[config.mk]
export PLATFORM = sky130hd
export DESIGN_NAME = data_streamer
export DESIGN_NICKNAME = d
export VERILOG_FILES = /design/src/rtl/data_streamer.sv
export SDC_FILE = /design/constraint.sdc
export NUM_CORES = 1
export LEC_CHECK = 0
export ABC_AREA = 1
export BUFFER_PORTS_ARGS = -buffer_cell sky130_fd_sc_hd__buf_2
export CORE_MARGIN = 3
export CORE_UTILIZATION = 52
export CTS_BUF_LIST = sky130_fd_sc_hd__clkbuf_16
export DETAILED_ROUTE_END_ITERATION = 8
export GPL_ROUTABILITY_DRIVEN = 0
export PLACE_DENSITY_LB_ADDON = 0.15
export SLEW_MARGIN = 10
export SYNTH_ARGS = -nofsm -noshare
export SYNTH_HDL_FRONTEND = slang
export SYNTH_SLANG_ARGS = --single-unit
export TNS_END_PERCENT = 50
[constraint.sdc]
create_clock -name clk -period 3.7 [get_ports clk]
set_clock_uncertainty 0.15 [all_clocks]
set_input_delay 0 -clock clk [delete_from_list [all_inputs] [get_ports clk]]
set_output_delay 0 -clock clk [all_outputs]
set_load 0.01 [all_outputs]
[src/rtl/data_streamer.sv]
// Sequential reader for a small combinational byte store: walks indices 0..DEPTH-1
// on start and offers each byte on a valid/ready stream with last flag and running checksum.
module data_streamer #(
  parameter int DEPTH       = 11,
  parameter int INDEX_WIDTH = 4,
  parameter int DATA_WIDTH  = 8
) (
  input  logic                   clk,
  input  logic                   reset,
  input  logic                   start,
  output logic [INDEX_WIDTH-1:0] data_index,
  input  logic [DATA_WIDTH-1:0]  data_in,
  output logic [DATA_WIDTH-1:0]  out_data,
  output logic                   out_valid,
  input  logic                   out_ready,
  output logic                   out_last,
  output logic                   busy,
  output logic                   done,
  output logic [DATA_WIDTH-1:0]  checksum
);

  localparam logic [INDEX_WIDTH-1:0] LAST_IDX = INDEX_WIDTH'(DEPTH - 1);

  typedef enum logic [1:0] {IDLE, FETCH, SEND} state_t;

  state_t                 state, state_nxt;
  logic [INDEX_WIDTH-1:0] idx;
  logic                   xfer;
  logic                   at_last;

  assign xfer       = (state == SEND) && out_valid && out_ready;
  assign at_last    = (idx == LAST_IDX);
  // idx returns to 0 whenever the FSM goes idle, so the store index is pure register state
  assign data_index = idx;

  always_ff @(posedge clk) begin
    if (reset) state <= IDLE;
    else       state <= state_nxt;
  end

  always_comb begin
    state_nxt = state;
    busy      = (state != IDLE);
    case (state)
      IDLE:    if (start) state_nxt = FETCH;
      FETCH:   state_nxt = SEND;
      SEND:    if (xfer) state_nxt = at_last ? IDLE : FETCH;
      default: state_nxt = IDLE;
    endcase
  end

  always_ff @(posedge clk) begin
    if (reset) begin
      idx       <= '0;
      out_data  <= '0;
      out_valid <= 1'b0;
      out_last  <= 1'b0;
      done      <= 1'b0;
      checksum  <= '0;
    end else begin
      done <= 1'b0;
      case (state)
        IDLE: begin
          if (start) begin
            idx      <= '0;
            checksum <= '0;
          end
        end
        FETCH: begin
          out_data  <= data_in;
          out_valid <= 1'b1;
          out_last  <= at_last;
        end
        SEND: begin
          if (xfer) begin
            checksum  <= checksum + out_data;
            out_valid <= 1'b0;
            out_last  <= 1'b0;
            if (at_last) begin
              idx  <= '0;
              done <= 1'b1;
            end else begin
              idx <= idx + 1'b1;
            end
          end
        end
        default: ;
      endcase
    end
  end

endmodule
==> results.toml <==
[timing]
slew-limit-headroom_pct = 70.8
max_freq_ghz = 0.564
setup_viol_count_final = 0
final_hold_viol_count = 0
tns_ps = 0
rsz0062_at_grt = "no"
tightest_slew_ps = 437
slew_violations = 0
min_period_ps = 1770
post-route-period-util_pct = 47.9

[layout]
fill_cells = 186
final_common_cell = "nand2_1"
final_cell_mix = "nand2_1 (43), buf_2 (35), nor2_1 (26)"
synthToLayoutAreaGrowth_pct = 28.0
final_core_util_pct = 72.7
drive_gt1_share_pct = 23.4
finalInstanceArea_um2 = 1670
n_antenna_cell = 0
fin_nets = 245

[logic_synthesis]
syn_area_um2 = 1300
synth_cells = 176
synth_cell_types = 21
syn_nets = 198
ys_ff_latch = 25
syn_avg_cell_area_um2 = 7.41
yosysSeqAreaShare_pct = 38.4
yosys_warnings = 0

[floorplanning]
initial_core_util_pct = 56.8
die-area_um2 = 3140
pin_count = 36
die_h_um = 56.1
die-width_um = 56.1
rows = 17
core_area_um2 = 2300

[clock_tree]
cts_hold_buf = 9
clock_latency_ps = 260
cts.sink_count = 25
cts_setup_buffers = 0
cts_max_path_buffers = 2
path_clk_slew_ps = 70
htree_levels = 1
cts_buffers = 3
cts_resized = 0
cts_tree = "built"
cts_root_buffer = "clkbuf_16"

[global_route]
grt_use_total_pct = 21.4
grt_pass1_vias = 1275
antenna_found_initial = 0
grt_pass1_wl_um = 5440
grt_max_degree = 15
grt_overflow = 0

[power]
vdd_drop_max_uv = 277
swShare_pct = 26.2
switchingPower_w = 0.000166
internal_power_w = 0.000468
combPwrFrac_pct = 15.2
p_clk_share_pct = 38.2
power.leakage_nw = 0.901
pwr_density_cell_nw_per_um2 = 380
pwr-share-seq_pct = 46.6

[placed_design]
dpl_cell_area_um2 = 1500
io_buffers = 35
hpwlAfterDp_um = 2150

[critical_path]
crit_required_ps = 3710
worstPathMaxFanout = 3
cp-end-kind = "flop"
arrival_ps = 1780
critPathLaunchType = "flop"
crit_type = "reg -> reg"

[routing]
wirelength_um = 3130
first_iter_violations = 27
ant_nets = 0
wire_per_inst_um = 12.5
dr.pass1.iters = 4
vias = 1296
drc = 0
viasPerCell = 5.18

[job]
drv_cap = 0

[min_path]
hold_path.class = "in -> reg"

[status]
status = "completed"
[sequential cells by signal (all words and copies together) (netlist names)]
register / flops
data_index: 4
out_valid: 1
out_last: 1
done: 1
checksum: 8
out_data: 8
state: 2
[power groups by stage]
| stage | Combinational, W | Clock, W | Sequential [W] |
|---|---|---|---|
| after floorplan | 0.0000534 | 0 | 0.000305 |
| after global placement | 0.0000860 | 0 | 0.000301 |
| after detailed placement | 0.0000880 | 0 | 0.000302 |
| after CTS | 0.0000964 | 0.000242 | 0.000296 |
| after global routing | 0.000108 | 0.000252 | 0.000298 |
| final | 0.0000963 | 0.000242 | 0.000295 |
[cell type report]
cell class / instances / area, um^2 / area share (%)
flip-flops and latches: 25 / 500 / 30.0
inverters: 19 / 71.3 / 4.27
repair buffers: 44 / 265 / 15.9
well taps: 28 / 35.0 / 2.10
multi-input cells: 130 / 717 / 43.0
clock inverters: 1 / 5.00 / 0.300
clock buffers: 3 / 75.1 / 4.50
[cells in the mapped netlist]
cell type / number / area [um^2]
xnor2_1: 1 / 8.76
buf_1: 1 / 3.75
nand3_4: 1 / 17.5
inv_2: 3 / 11.3
o21ai_2: 2 / 17.5
nor2_8: 1 / 20.0
nor2_1: 26 / 97.6
ha_1: 9 / 113
or2_2: 2 / 12.5
o21ai_1: 3 / 15.0
fa_1: 1 / 20.0
dfxtp_1: 25 / 500
nand3_1: 15 / 75.1
a21oi_1: 10 / 50.1
nand2_4: 2 / 22.5
xor2_1: 1 / 8.76
inv_1: 16 / 60.1
nor2_4: 2 / 22.5
nand2_1: 43 / 161
buf_6: 1 / 11.3
o21ai_0: 11 / 55.1
[worst max-delay path: stages (launching register included)]
cell and delay, ps:
dfxtp_1 320, ha_1 220, fa_1 410, nand3_1 90
nand2_1 90, or2_2 280, nand3_1 70, nand2_1 50
[stage by stage]
| step | hold WS [ps] | setup WS, ps | cells | total power [W] |
|---|---|---|---|---|
| floorplan | -80.9 | 1990 | 176 | 0.000359 |
| global placement | 71.7 | 1990 | 237 | 0.000387 |
| detailed placement | 81.9 | 1970 | 237 | 0.000390 |
| CTS | 8.57 | 1940 | 250 | 0.000634 |
| global route | 40.8 | 1840 | 250 | 0.000657 |
| finish | 6.11 | 1930 | 250 | 0.000634 |
[kinds of logic after synthesis]
family / Yosys count / share of synthesized area [%]
buf+inv: 21 / 6.62
compound gates: 26 / 10.6
fa+ha+maj: 10 / 10.2
xor+xnor: 2 / 1.34
flops: 25 / 38.4
simple gates: 92 / 32.9
[per-layer routing]
metal,global-route usage [%],routed length [um],up-vias
met5,0,0,-
met4,8.47,52,0
met3,3.71,186,7
met2,40.1,1570,42
met1,23.4,1330,592
li1,-,-,655
[path summary, 6_finish.rpt]
path	from	endpoint	slack, ps	cells after the start
hold / removal	out_ready	state[1]$_SDFFE_PP0P_	6	4
setup reg to reg	out_data[0]$_SDFFE_PP0P_	checksum[4]$_SDFFE_PP0P_	1930	7
setup / recovery	out_data[0]$_SDFFE_PP0P_	checksum[4]$_SDFFE_PP0P_	1930	7
hold reg to reg	checksum[4]$_SDFFE_PP0P_	checksum[4]$_SDFFE_PP0P_	330	2
(Power assumes the default switching activity.)
